$ cat src/rtl/dmem_arbiter_pkg.sv
// Shared definitions for the data-memory arbiter: FSM encodings, word geometry
// and a byte-lane selector.
package dmem_arbiter_pkg;

    localparam int BYTES_PER_WORD = 4;
    localparam int CNT_W          = 2;

    localparam logic [1:0] ST_IDLE = 2'd0;
    localparam logic [1:0] ST_XFER = 2'd1;
    localparam logic [1:0] ST_DONE = 2'd2;

    localparam logic [CNT_W-1:0] LAST_BYTE = CNT_W'(BYTES_PER_WORD - 1);

    function automatic logic [7:0] byte_of(input logic [31:0] w, input logic [CNT_W-1:0] idx);
        logic [31:0] s;
        s = w >> {idx, 3'b000};
        return s[7:0];
    endfunction

endpackage

$ cat src/rtl/dmem_arbiter_rr.sv
// Two-request round-robin grant; the pointer moves only when the FSM accepts.
module rr_arbiter2 (
    input  logic       clk_i,
    input  logic       rst_i,
    input  logic [1:0] req_i,
    input  logic       accept_i,
    output logic       gnt_o,
    output logic       any_o
);

    logic last_q, last_d;

    // On a tie the port that did not win last time goes first.
    always_comb begin
        gnt_o = (req_i == 2'b11) ? ~last_q : req_i[1];
        any_o = |req_i;
        last_d = accept_i ? gnt_o : last_q;
    end

    always_ff @(posedge clk_i or posedge rst_i) begin
        if (rst_i) last_q <= 1'b1;
        else       last_q <= last_d;
    end

endmodule

$ cat src/rtl/dmem_arbiter.sv
// Two-port word arbiter for the byte-wide data memory: each granted word access
// becomes four little-endian byte cycles, with a CPU stall while port 0 waits.
module dmem_arbiter
    import dmem_arbiter_pkg::*;
#(
    parameter int ADDR_W = 5
) (
    input  logic              clk_i,
    input  logic              rst_i,
    input  logic              req0_i,
    input  logic              we0_i,
    input  logic [31:0]       addr0_i,
    input  logic [31:0]       wdata0_i,
    output logic              ack0_o,
    output logic [31:0]       rdata0_o,
    input  logic              req1_i,
    input  logic              we1_i,
    input  logic [31:0]       addr1_i,
    input  logic [31:0]       wdata1_i,
    output logic              ack1_o,
    output logic [31:0]       rdata1_o,
    output logic              stall_o,
    output logic [ADDR_W-1:0] mem_addr_o,
    output logic [7:0]        mem_wdata_o,
    output logic              mem_we_o,
    output logic              mem_re_o,
    input  logic [7:0]        mem_rdata_i
);

    logic [1:0]        state_q, state_d;
    logic [CNT_W-1:0]  cnt_q, cnt_d, cnt_nxt;
    logic              port_q, port_d;
    logic              we_q, we_d;
    logic [ADDR_W-1:0] base_q, base_d;
    logic [31:0]       wdata_q, wdata_d;
    logic [23:0]       res_q, res_d;
    logic [31:0]       rdata0_q, rdata0_d, rdata1_q, rdata1_d;
    logic [ADDR_W-1:0] mem_addr_q, mem_addr_d;
    logic [7:0]        mem_wdata_q, mem_wdata_d;
    logic              mem_we_q, mem_we_d, mem_re_q, mem_re_d;

    logic              gnt, any_req, accept;
    logic              sel_we;
    logic [ADDR_W-1:0] sel_addr;
    logic [31:0]       sel_wdata;
    logic              unused_addr_hi;

    assign unused_addr_hi = ^{addr0_i[31:ADDR_W], addr1_i[31:ADDR_W]};

    rr_arbiter2 u_rr (
        .clk_i    (clk_i),
        .rst_i    (rst_i),
        .req_i    ({req1_i, req0_i}),
        .accept_i (accept),
        .gnt_o    (gnt),
        .any_o    (any_req)
    );

    assign sel_we    = gnt ? we1_i : we0_i;
    assign sel_addr  = gnt ? addr1_i[ADDR_W-1:0] : addr0_i[ADDR_W-1:0];
    assign sel_wdata = gnt ? wdata1_i : wdata0_i;
    assign cnt_nxt   = cnt_q + 1'b1;

    // Memory-side outputs are registered one byte ahead so that the address,
    // data and strobes line up with cnt during each XFER cycle.
    always_comb begin
        state_d     = state_q;
        cnt_d       = cnt_q;
        port_d      = port_q;
        we_d        = we_q;
        base_d      = base_q;
        wdata_d     = wdata_q;
        res_d       = res_q;
        rdata0_d    = rdata0_q;
        rdata1_d    = rdata1_q;
        mem_addr_d  = mem_addr_q;
        mem_wdata_d = mem_wdata_q;
        mem_we_d    = mem_we_q;
        mem_re_d    = mem_re_q;
        accept      = 1'b0;
        case (state_q)
            ST_IDLE: begin
                if (any_req) begin
                    accept      = 1'b1;
                    port_d      = gnt;
                    we_d        = sel_we;
                    base_d      = sel_addr;
                    wdata_d     = sel_wdata;
                    cnt_d       = '0;
                    mem_addr_d  = sel_addr;
                    mem_wdata_d = sel_wdata[7:0];
                    mem_we_d    = sel_we;
                    mem_re_d    = ~sel_we;
                    state_d     = ST_XFER;
                end
            end
            ST_XFER: begin
                if (!we_q) begin
                    case (cnt_q)
                        2'd0:    res_d[7:0]   = mem_rdata_i;
                        2'd1:    res_d[15:8]  = mem_rdata_i;
                        2'd2:    res_d[23:16] = mem_rdata_i;
                        default: ;
                    endcase
                end
                if (cnt_q == LAST_BYTE) begin
                    state_d  = ST_DONE;
                    mem_we_d = 1'b0;
                    mem_re_d = 1'b0;
                    // The top byte arrives this cycle, so the word is visible in DONE.
                    if (!we_q) begin
                        if (port_q) rdata1_d = {mem_rdata_i, res_q};
                        else        rdata0_d = {mem_rdata_i, res_q};
                    end
                end else begin
                    cnt_d       = cnt_nxt;
                    mem_addr_d  = base_q + ADDR_W'(cnt_nxt);
                    mem_wdata_d = byte_of(wdata_q, cnt_nxt);
                end
            end
            ST_DONE: state_d = ST_IDLE;
            default: state_d = ST_IDLE;
        endcase
    end

    always_ff @(posedge clk_i or posedge rst_i) begin
        if (rst_i) begin
            state_q     <= ST_IDLE;
            cnt_q       <= '0;
            port_q      <= 1'b0;
            we_q        <= 1'b0;
            base_q      <= '0;
            wdata_q     <= '0;
            res_q       <= '0;
            rdata0_q    <= '0;
            rdata1_q    <= '0;
            mem_addr_q  <= '0;
            mem_wdata_q <= '0;
            mem_we_q    <= 1'b0;
            mem_re_q    <= 1'b0;
        end else begin
            state_q     <= state_d;
            cnt_q       <= cnt_d;
            port_q      <= port_d;
            we_q        <= we_d;
            base_q      <= base_d;
            wdata_q     <= wdata_d;
            res_q       <= res_d;
            rdata0_q    <= rdata0_d;
            rdata1_q    <= rdata1_d;
            mem_addr_q  <= mem_addr_d;
            mem_wdata_q <= mem_wdata_d;
            mem_we_q    <= mem_we_d;
            mem_re_q    <= mem_re_d;
        end
    end

    assign ack0_o      = (state_q == ST_DONE) & ~port_q;
    assign ack1_o      = (state_q == ST_DONE) &  port_q;
    assign rdata0_o    = rdata0_q;
    assign rdata1_o    = rdata1_q;
    assign stall_o     = req0_i & ~ack0_o;
    assign mem_addr_o  = mem_addr_q;
    assign mem_wdata_o = mem_wdata_q;
    assign mem_we_o    = mem_we_q;
    assign mem_re_o    = mem_re_q;

endmodule
$ cat config.mk
export PLATFORM = sky130hd
export DESIGN_NAME = dmem_arbiter
export DESIGN_NICKNAME = d
export VERILOG_FILES = /design/src/rtl/dmem_arbiter_pkg.sv /design/src/rtl/dmem_arbiter_rr.sv /design/src/rtl/dmem_arbiter.sv
export SDC_FILE = /design/constraint.sdc
export NUM_CORES = 1
export LEC_CHECK = 0
export ABC_AREA = 1
export CAP_MARGIN = 20
export CORE_ASPECT_RATIO = 0.75
export CORE_UTILIZATION = 50
export CTS_BUF_LIST = sky130_fd_sc_hd__clkbuf_4 sky130_fd_sc_hd__clkbuf_8
export DETAILED_ROUTE_END_ITERATION = 16
export GPL_ROUTABILITY_DRIVEN = 0
export PLACE_DENSITY = 0.91
export SLEW_MARGIN = 15
export SYNTH_ARGS = -nofsm -noshare
export SYNTH_HDL_FRONTEND = slang
export SYNTH_SLANG_ARGS = --single-unit
$ cat constraint.sdc
create_clock -name clk_i -period 11.8 [get_ports clk_i]
set_input_delay 2.36 -clock clk_i [delete_from_list [all_inputs] [get_ports clk_i]]
set_output_delay 2.36 -clock clk_i [all_outputs]
set_load 0.02 [all_outputs]
==> results of run 1 <==
state kept, by name, indices dropped and copies added, names as in the netlist, 2 cells and up:
register,flops
rdata0_o,32
cnt_q,2
rdata1_o,32
res_q,24
mem_wdata_o,8
state_q,2
mem_addr_o,5
wdata_q,32
base_q,5
power by group through the flow:
stage / Combinational (mW) / Clock [mW] / Sequential, mW
2_1_floorplan: 0.520 / 0 / 1.03
3_3_place_gp: 1.06 / 0 / 0.911
3_5_place_dp: 1.09 / 0 / 0.918
4_1_cts: 1.10 / 0.432 / 0.914
5_1_grt: 1.22 / 0.454 / 0.947
6_report: 1.09 / 0.425 / 0.916
worst min-delay path by stage:
| stage | endpoint | cells after the start | start |
|---|---|---|---|
| floorplan | u_rr.last_q | 2 | u_rr.last_q |
| global placement | u_rr.last_q | 2 | u_rr.last_q |
| detailed placement | u_rr.last_q | 2 | u_rr.last_q |
| CTS | u_rr.last_q | 2 | u_rr.last_q |
| global route | u_rr.last_q | 2 | u_rr.last_q |
| finish | u_rr.last_q | 2 | u_rr.last_q |
critical path, delay by kind of cell:
kind | cells | cell delay, ns
buffers and inverters | 3 | 1.14
AOI/OAI and AO/OA | 1 | 0.09
kinds of logic (layout without fill, tap and decap cells):
| logic type | count (synthesis) | count (layout) | share of synthesized area, % |
|---|---|---|---|
| simple gates | 329 | 329 | 20.57 |
| xor+xnor | 1 | 1 | 0.1365 |
| fa+ha+maj | 7 | 7 | 1.481 |
| buf+inv | 129 | 300 | 7.953 |
| flops | 147 | 147 | 57.33 |
| compound gates | 158 | 158 | 12.53 |
layout by cell type, fill, tap and decap left out, types with 6 or more instances in the layout:
cell,netlist,final
clkbuf_8,0,17
clkdlybuf4s50_1,0,169
dfrtp_1,146,146
ha_1,6,6
inv_1,92,91
nand2_1,221,221
nand3_1,31,31
nor2_1,71,71
o21ai_0,139,139
o21ai_1,7,7
per-stage QoR:
step                      utilization (%)  instances  power (mW)
after floorplan                         -        771       1.555
after global placement              66.16       1076       1.970
after detailed placement            66.16       1076       2.010
after CTS                           69.62       1108       2.446
after global routing                69.65       1108       2.623
final                               69.65       1108       2.433
layout make-up:
class / instances / area share, %
clock buffer: 17 / 2.711
clock inverter: 15 / 2.261
inverter: 95 / 4.189
multi-input combinational: 495 / 25.82
sequential: 147 / 42.63
tap: 166 / 2.406
timing repair buffer: 173 / 19.99
layer usage:
metal / global-route usage, % / part of all wire (%)
met2: 39.15 / 46
met3: 5.556 / 5.7
met5: 0 / 0
met4: 7.781 / 1.3
met1: 36.29 / 47
==> flow_summary.toml, run 1 <==
[cells_and_area]
drive_gt1_share_pct = 4.777
finalNetCount = 1078
antennaDiodeCount = 0
nFillCells = 961
ff_latch_area_um2 = 3680
design_area_um2 = 8632
synthToLayoutAreaGrowth_pct = 34.48
multiInputGateArea_um2 = 2228

[power_and_ir_drop]
swShare_pct = 41.50
power.share.clock_pct = 17.5
p_switching_mw = 1.010
leakage_nw = 4.089
p_seq_share_pct = 37.6
pwr_density_cell_nw_per_um2 = 281.9
pwr-share-comb_pct = 44.9
ir_worst_vdd_mv = 0.1281
internal-power_mw = 1.423

[floorplan]
die-area_um2 = 13300
fp.dieW_um = 132.8
die_h_um = 100.1
start_util_pct = 51.79
io_pins = 224
row_count = 35
core_area_um2 = 12390

[place]
hpwl_um = 10850
dpl_cell_area_um2 = 8199
dp_slack_ns = 5.858
io_buffers = 169

[routing]
vias_per_cell = 5.041
drc = 0
drt_iter0_markers = 397
dr_total_vias = 5585
antenna_left = 0
wl_um = 15920
drt-pass1-iter-count = 5
wl_per_cell_um = 14.37

[cts]
tritoncts = "yes"
clk_path_buf_depth = 2
cts-resized-gates = 0
clk_latency_ns = 0.44
path_clk_slew_ns = 0.08
ctsRootBufferMaster = "clkbuf_8"
cts_setup_buffers = 0
cts_hold_buf = 0
cts_made_buffers = 17
clkSinkCount = 147
htreeDepth = 4

[synth]
async_reset_ff_share_pct = 100.0
yosys_warnings = 0
yosys.area.top_type = "dfrtp_1"
synth_ff_type = "dfrtp_1"
synth_common_cells = "nand2_1, dfrtp_1, o21ai_0, inv_1, nor2_1"
synthMostInstantiatedCell = "nand2_1"
syn_area_per_cell_um2 = 8.325
ys_seq_area_share_pct = 57.33
synth_edf_count = 0
netlist-cell-type-count = 28
synth_nets = 920
synth_top_area_share_pct = 56.92
syn_inst = 771
synth_area_leaders = "dfrtp_1, nand2_1, o21ai_0"
ys_seq_elements = 147
synth_area_um2 = 6419

[setup_path]
crit_type = "in -> out"
critPathMaxFanout = 3
crit_top_cell = "clkdlybuf4s50_1"
crit_path_end_kind = "output port"
r2r_setup_slack_ns = 8.62
critPathSlowestCell = "clkdlybuf4s50_1"
cp-startpoint = "req0_i"
worst_setup_path_start_kind = "input pin"
r2r_start = "cnt_q[0]"
crit_arrival_ns = 3.58
cpPeakStageDelay_ns = 0.59
path_cells = "clkdlybuf4s50_1 > o21ai_0 > inv_1 > clkdlybuf4s50_1"
ff2ff_path_depth = 8
cp.required_ns = 9.44
endpoint = "stall_o"
reg2reg_to = "mem_wdata_o[3]"

[sta]
timing.hold.ws_ns = 0.4784
period_minus_slack_ns = 5.939
fmax_ghz = 0.1684
setup_ws_ns = 5.861
fin_crit_sh_pct = 50.33
setup_violations = 0
slew_viol_final = 0
skew_ns = 0.01723
setup-tns-final_ns = 0
rsz0062_at_grt = "no"
hold_viol = 0
slew-limit-headroom_pct = 38.12
tightest_slew_ns = 0.9225

[flow_run]
maxCapViolCount = 0

[min_path]
min-delay-path-class = "reg -> reg"

[global_routing]
antenna_found_initial = 0
grt_pass1_wl_um = 26200
grt-ovfl-total = 0
grt_pass1_vias = 5185
grt_max_degree = 87
track_usage_pct = 25.44

[outcome]
status = "complete, no violations"
Note: power is estimated with default switching activity, not from simulation.
==> run 2, diff against run 1 <==
--- a/config.mk
+++ b/config.mk
@@ -8,11 +8,11 @@
 export ABC_AREA = 1
 export CAP_MARGIN = 20
 export CORE_ASPECT_RATIO = 0.75
-export CORE_UTILIZATION = 50
+export CORE_UTILIZATION = 47
 export CTS_BUF_LIST = sky130_fd_sc_hd__clkbuf_4 sky130_fd_sc_hd__clkbuf_8
 export DETAILED_ROUTE_END_ITERATION = 16
 export GPL_ROUTABILITY_DRIVEN = 0
-export PLACE_DENSITY = 0.91
+export PLACE_DENSITY = 0.87
 export SLEW_MARGIN = 15
 export SYNTH_ARGS = -nofsm -noshare
 export SYNTH_HDL_FRONTEND = slang
==> constraint.sdc (replaced) <==
create_clock -name clk_i -period 6.1 [get_ports clk_i]
set_input_delay 1.22 -clock clk_i [delete_from_list [all_inputs] [get_ports clk_i]]
set_output_delay 1.22 -clock clk_i [all_outputs]
set_load 0.02 [all_outputs]
==> flow_summary.toml, run 2 (synthesis gave the netlist of run 1 again) <==
[outcome]
status = "complete, no violations"

[sta]
slew-limit-headroom_pct = 36.24
tightest_slew_ns = 0.9505
fmax_ghz = 0.2733
slew_viol_final = 0
setup-tns-final_ns = 0
hold_viol = 0
fin_crit_sh_pct = 59.99
skew_ns = 0.01478
rsz0062_at_grt = "no"
period_minus_slack_ns = 3.659
setup_violations = 0

[cts]
cts-resized-gates = 0
clkSinkCount = 147
cts_made_buffers = 17
cts_setup_buffers = 0
clk_path_buf_depth = 2
cts_hold_buf = 0
clk_latency_ns = 0.43
path_clk_slew_ns = 0.07
tritoncts = "yes"
htreeDepth = 4
ctsRootBufferMaster = "clkbuf_8"

[floorplan]
row_count = 36
core_area_um2 = 13150
io_pins = 224
die-area_um2 = 14130
fp.dieW_um = 136.9
start_util_pct = 48.80
die_h_um = 103.2

[setup_path]
r2r_start = "cnt_q[0]"
cp-startpoint = "req0_i"
crit_type = "in -> out"
ff2ff_path_depth = 8
reg2reg_to = "mem_wdata_o[2]"
r2r_setup_slack_ns = 2.90
crit_arrival_ns = 2.44
worst_setup_path_start_kind = "input pin"
cp.required_ns = 4.88
endpoint = "stall_o"
crit_path_end_kind = "output port"
critPathMaxFanout = 3

[cells_and_area]
final_common_cell = "nand2_1"
drive_gt1_share_pct = 4.777
antennaDiodeCount = 0
synthToLayoutAreaGrowth_pct = 33.96
final_cell_mix = "nand2_1, clkdlybuf4s50_1, dfrtp_1, o21ai_0, inv_1"
finalNetCount = 1078

[global_routing]
track_usage_pct = 24.55
grt_pass1_wl_um = 26430
antenna_found_initial = 0
grt_max_degree = 109
grt_pass1_vias = 5303
grt-ovfl-total = 0

[flow_run]
maxCapViolCount = 0

[power_and_ir_drop]
power_mw = 4.643
leakage_nw = 4.070
pwr_density_cell_nw_per_um2 = 540.0
ir_worst_vdd_mv = 0.2625

[routing]
drc = 0
drt-pass1-iter-count = 6
drt_iter0_markers = 358
antenna_left = 0
wl_per_cell_um = 14.71
dr_total_vias = 5479
wl_um = 16380
vias_per_cell = 4.923

[place]
io_buffers = 169
hpwl_um = 11240

[min_path]
min-delay-path-class = "reg -> reg"
run 2: power breakdown:
| part | internal, mW | switching, mW |
|---|---|---|
| clock | 0.347 | 0.402 |
| combinational | 0.881 | 1.24 |
| sequential | 1.45 | 0.320 |
run 2: layout make-up:
cell class	count	area, um^2
inverter	95	361.6
clock buffer	18	247.7
tap	171	214.0
sequential	147	3680
clock inverter	14	145.1
fill	1120	4554
timing repair buffer	173	1722
multi-input combinational	495	2228
run 2: worst min-delay path by stage:
stage	startpoint	to	slack, ns	cells after the start
floorplan	u_rr.last_q	u_rr.last_q	0.44	2
global placement	u_rr.last_q	u_rr.last_q	0.45	2
detailed placement	mem_addr_o[4]	mem_addr_o[4]	0.47	2
CTS	mem_addr_o[4]	mem_addr_o[4]	0.49	2
global route	mem_addr_o[4]	mem_addr_o[4]	0.50	2
finish	mem_addr_o[4]	mem_addr_o[4]	0.49	2
run 2: worst max-delay path, cell delays in order:
cell             delay, ns
clkdlybuf4s50_1       0.49
o21ai_0               0.09
inv_1                 0.05
clkdlybuf4s50_1       0.59
run 2: routing by layer:
layer | up-vias | GRT usage [%] | wire length [um]
met4 | 0 | 8.030 | 171
met3 | 16 | 5.604 | 900
li1 | 2730 | - | -
met1 | 2586 | 35.14 | 7663
met5 | - | 0 | 0
met2 | 147 | 37.26 | 7640
run 2: per-stage QoR:
stage	std cells	utilization, %	hold WS, ns	worst slack, ns	instance area (um^2)
6_report	1113	65.37	0.4857	2.441	8598
5_1_grt	1113	65.37	0.5033	2.371	8598
4_1_cts	1113	65.37	0.4875	2.435	8598
3_5_place_dp	1081	62.39	0.4669	2.266	8205
3_3_place_gp	1081	62.39	0.4503	2.277	8205
2_1_floorplan	771	-	0.4440	0.9303	6419
==> run 3, diff against run 2 <==
--- a/config.mk
+++ b/config.mk
@@ -8,11 +8,11 @@
 export ABC_AREA = 1
 export CAP_MARGIN = 20
 export CORE_ASPECT_RATIO = 0.75
-export CORE_UTILIZATION = 47
+export CORE_UTILIZATION = 42
 export CTS_BUF_LIST = sky130_fd_sc_hd__clkbuf_4 sky130_fd_sc_hd__clkbuf_8
 export DETAILED_ROUTE_END_ITERATION = 16
 export GPL_ROUTABILITY_DRIVEN = 0
-export PLACE_DENSITY = 0.87
+export PLACE_DENSITY = 0.82
 export SLEW_MARGIN = 15
 export SYNTH_ARGS = -nofsm -noshare
 export SYNTH_HDL_FRONTEND = slang
==> constraint.sdc (replaced) <==
create_clock -name clk_i -period 3.1 [get_ports clk_i]
set_input_delay 0.62 -clock clk_i [delete_from_list [all_inputs] [get_ports clk_i]]
set_output_delay 0.62 -clock clk_i [all_outputs]
set_load 0.02 [all_outputs]
==> flow_summary.toml, run 3 (synthesis gave the netlist of run 1 again) <==
[floorplan]
core_area_um2 = 14690
fp.dieW_um = 144.7
die_h_um = 109.1
row_count = 38
die-area_um2 = 15790
start_util_pct = 43.69
io_pins = 224

[sta]
slew-limit-headroom_pct = 57.20
slew_viol_final = 0
fmax_ghz = 0.4056
period_minus_slack_ns = 2.466
skew_ns = 0.01829
setup_violations = 0
tightest_slew_ns = 0.6396
setup-tns-final_ns = 0
rsz0062_at_grt = "no"
fin_crit_sh_pct = 79.54
hold_viol = 0

[power_and_ir_drop]
pwr_density_cell_nw_per_um2 = 1075
leakage_nw = 4.135
ir_worst_vdd_mv = 0.4688

[setup_path]
critPathMaxFanout = 3
reg2reg_to = "mem_wdata_o[3]"
crit_path_end_kind = "output port"
worst_setup_path_start_kind = "input pin"
ff2ff_path_depth = 8
endpoint = "stall_o"
crit_arrival_ns = 1.85
cp-startpoint = "req0_i"
cp.required_ns = 2.48
crit_type = "in -> out"
r2r_setup_slack_ns = 1.00
r2r_start = "cnt_q[0]"

[min_path]
min_path_cells = 2
min-delay-path-class = "reg -> reg"

[global_routing]
track_usage_pct = 22.43
antenna_found_initial = 0
grt_pass1_wl_um = 26970
grt_max_degree = 89
grt_pass1_vias = 5319
grt-ovfl-total = 0

[place]
io_buffers = 169
hpwl_um = 11400
dpl_cell_area_um2 = 8303
place_inst = 1115

[cts]
clk_latency_ns = 0.44
htreeDepth = 4
cts_hold_buf = 0
tritoncts = "yes"
ctsRootBufferMaster = "clkbuf_8"
clk_path_buf_depth = 2
clkSinkCount = 147
path_clk_slew_ns = 0.07
cts-resized-gates = 0
cts_made_buffers = 17
cts_setup_buffers = 0

[outcome]
status = "complete, no violations"

[cells_and_area]
postLayoutCoreUtil_pct = 59.59
synthToLayoutAreaGrowth_pct = 36.39
design_area_um2 = 8755
antennaDiodeCount = 0
finalNetCount = 1083
final_cell_mix = "nand2_1, clkdlybuf4s50_1, dfrtp_1, o21ai_0, inv_1"
final_cells = 1147
drive_gt1_share_pct = 5.280
final_common_cell = "nand2_1"

[routing]
drt-pass1-iter-count = 5
drt_iter0_markers = 471
wl_per_cell_um = 14.43
drc = 0
vias_per_cell = 4.827
dr_total_vias = 5536
antenna_left = 0
wl_um = 16550

[flow_run]
maxCapViolCount = 0
-- run 3: cell count changes in the layout (fill, tap and decap cells not counted), moves of 2 or more --
cell,previous run,this run
buf_4,4,7
bufinv_16,1,4
inv_6,6,4
buf_12,0,2
-- run 3: how the worst min path moves through the flow --
stage                       startpoint      endpoint
after global routing      rdata0_o[18]  rdata0_o[18]
after global placement     u_rr.last_q   u_rr.last_q
final                      u_rr.last_q   u_rr.last_q
after CTS                  u_rr.last_q   u_rr.last_q
after detailed placement   u_rr.last_q   u_rr.last_q
after floorplan            u_rr.last_q   u_rr.last_q
-- run 3: layout make-up --
| cell class | count | area (um^2) |
|---|---|---|
| Sequential cell | 147 | 3680 |
| Timing Repair Buffer | 178 | 1784 |
| Tap cell | 200 | 250.2 |
| Inverter | 95 | 360.3 |
| Fill cell | 1323 | 5937 |
| Clock inverter | 13 | 196.4 |
| Multi-Input combinational cell | 495 | 2228 |
| Clock buffer | 19 | 255.2 |
-- run 3: power breakdown --
group | internal (mW) | switching, mW | total, mW
sequential | 2.86 | 0.607 | 3.47
combinational | 1.76 | 2.47 | 4.24
clock | 0.926 | 0.777 | 1.70
-- run 3: through the flow --
stage                     setup slack (ns)  hold slack (ns)  total power, mW
after floorplan                     0.6338           0.4440            5.918
after global placement              0.6297           0.4513            7.571
after detailed placement            0.5907           0.4693            7.742
after CTS                           0.6260           0.4802            9.482
after global routing                0.5423           0.5104            10.18
final                               0.6344           0.4808            9.409
-- run 3: metal layers --
metal	global-route usage, %	wire, um	vias to the layer above	part of all wire (%)
met2	34.99	7496	161	45
met3	4.172	894	19	5.4
met1	31.62	7944	2615	48
li1	-	-	2741	-
met4	7.218	213	0	1.3
met5	0	0	-	0
-- run 3: worst max-delay path: stages --
cell             delay [ns]
clkdlybuf4s50_1        0.49
o21ai_0                0.09
inv_1                  0.06
clkdlybuf4s50_1        0.59
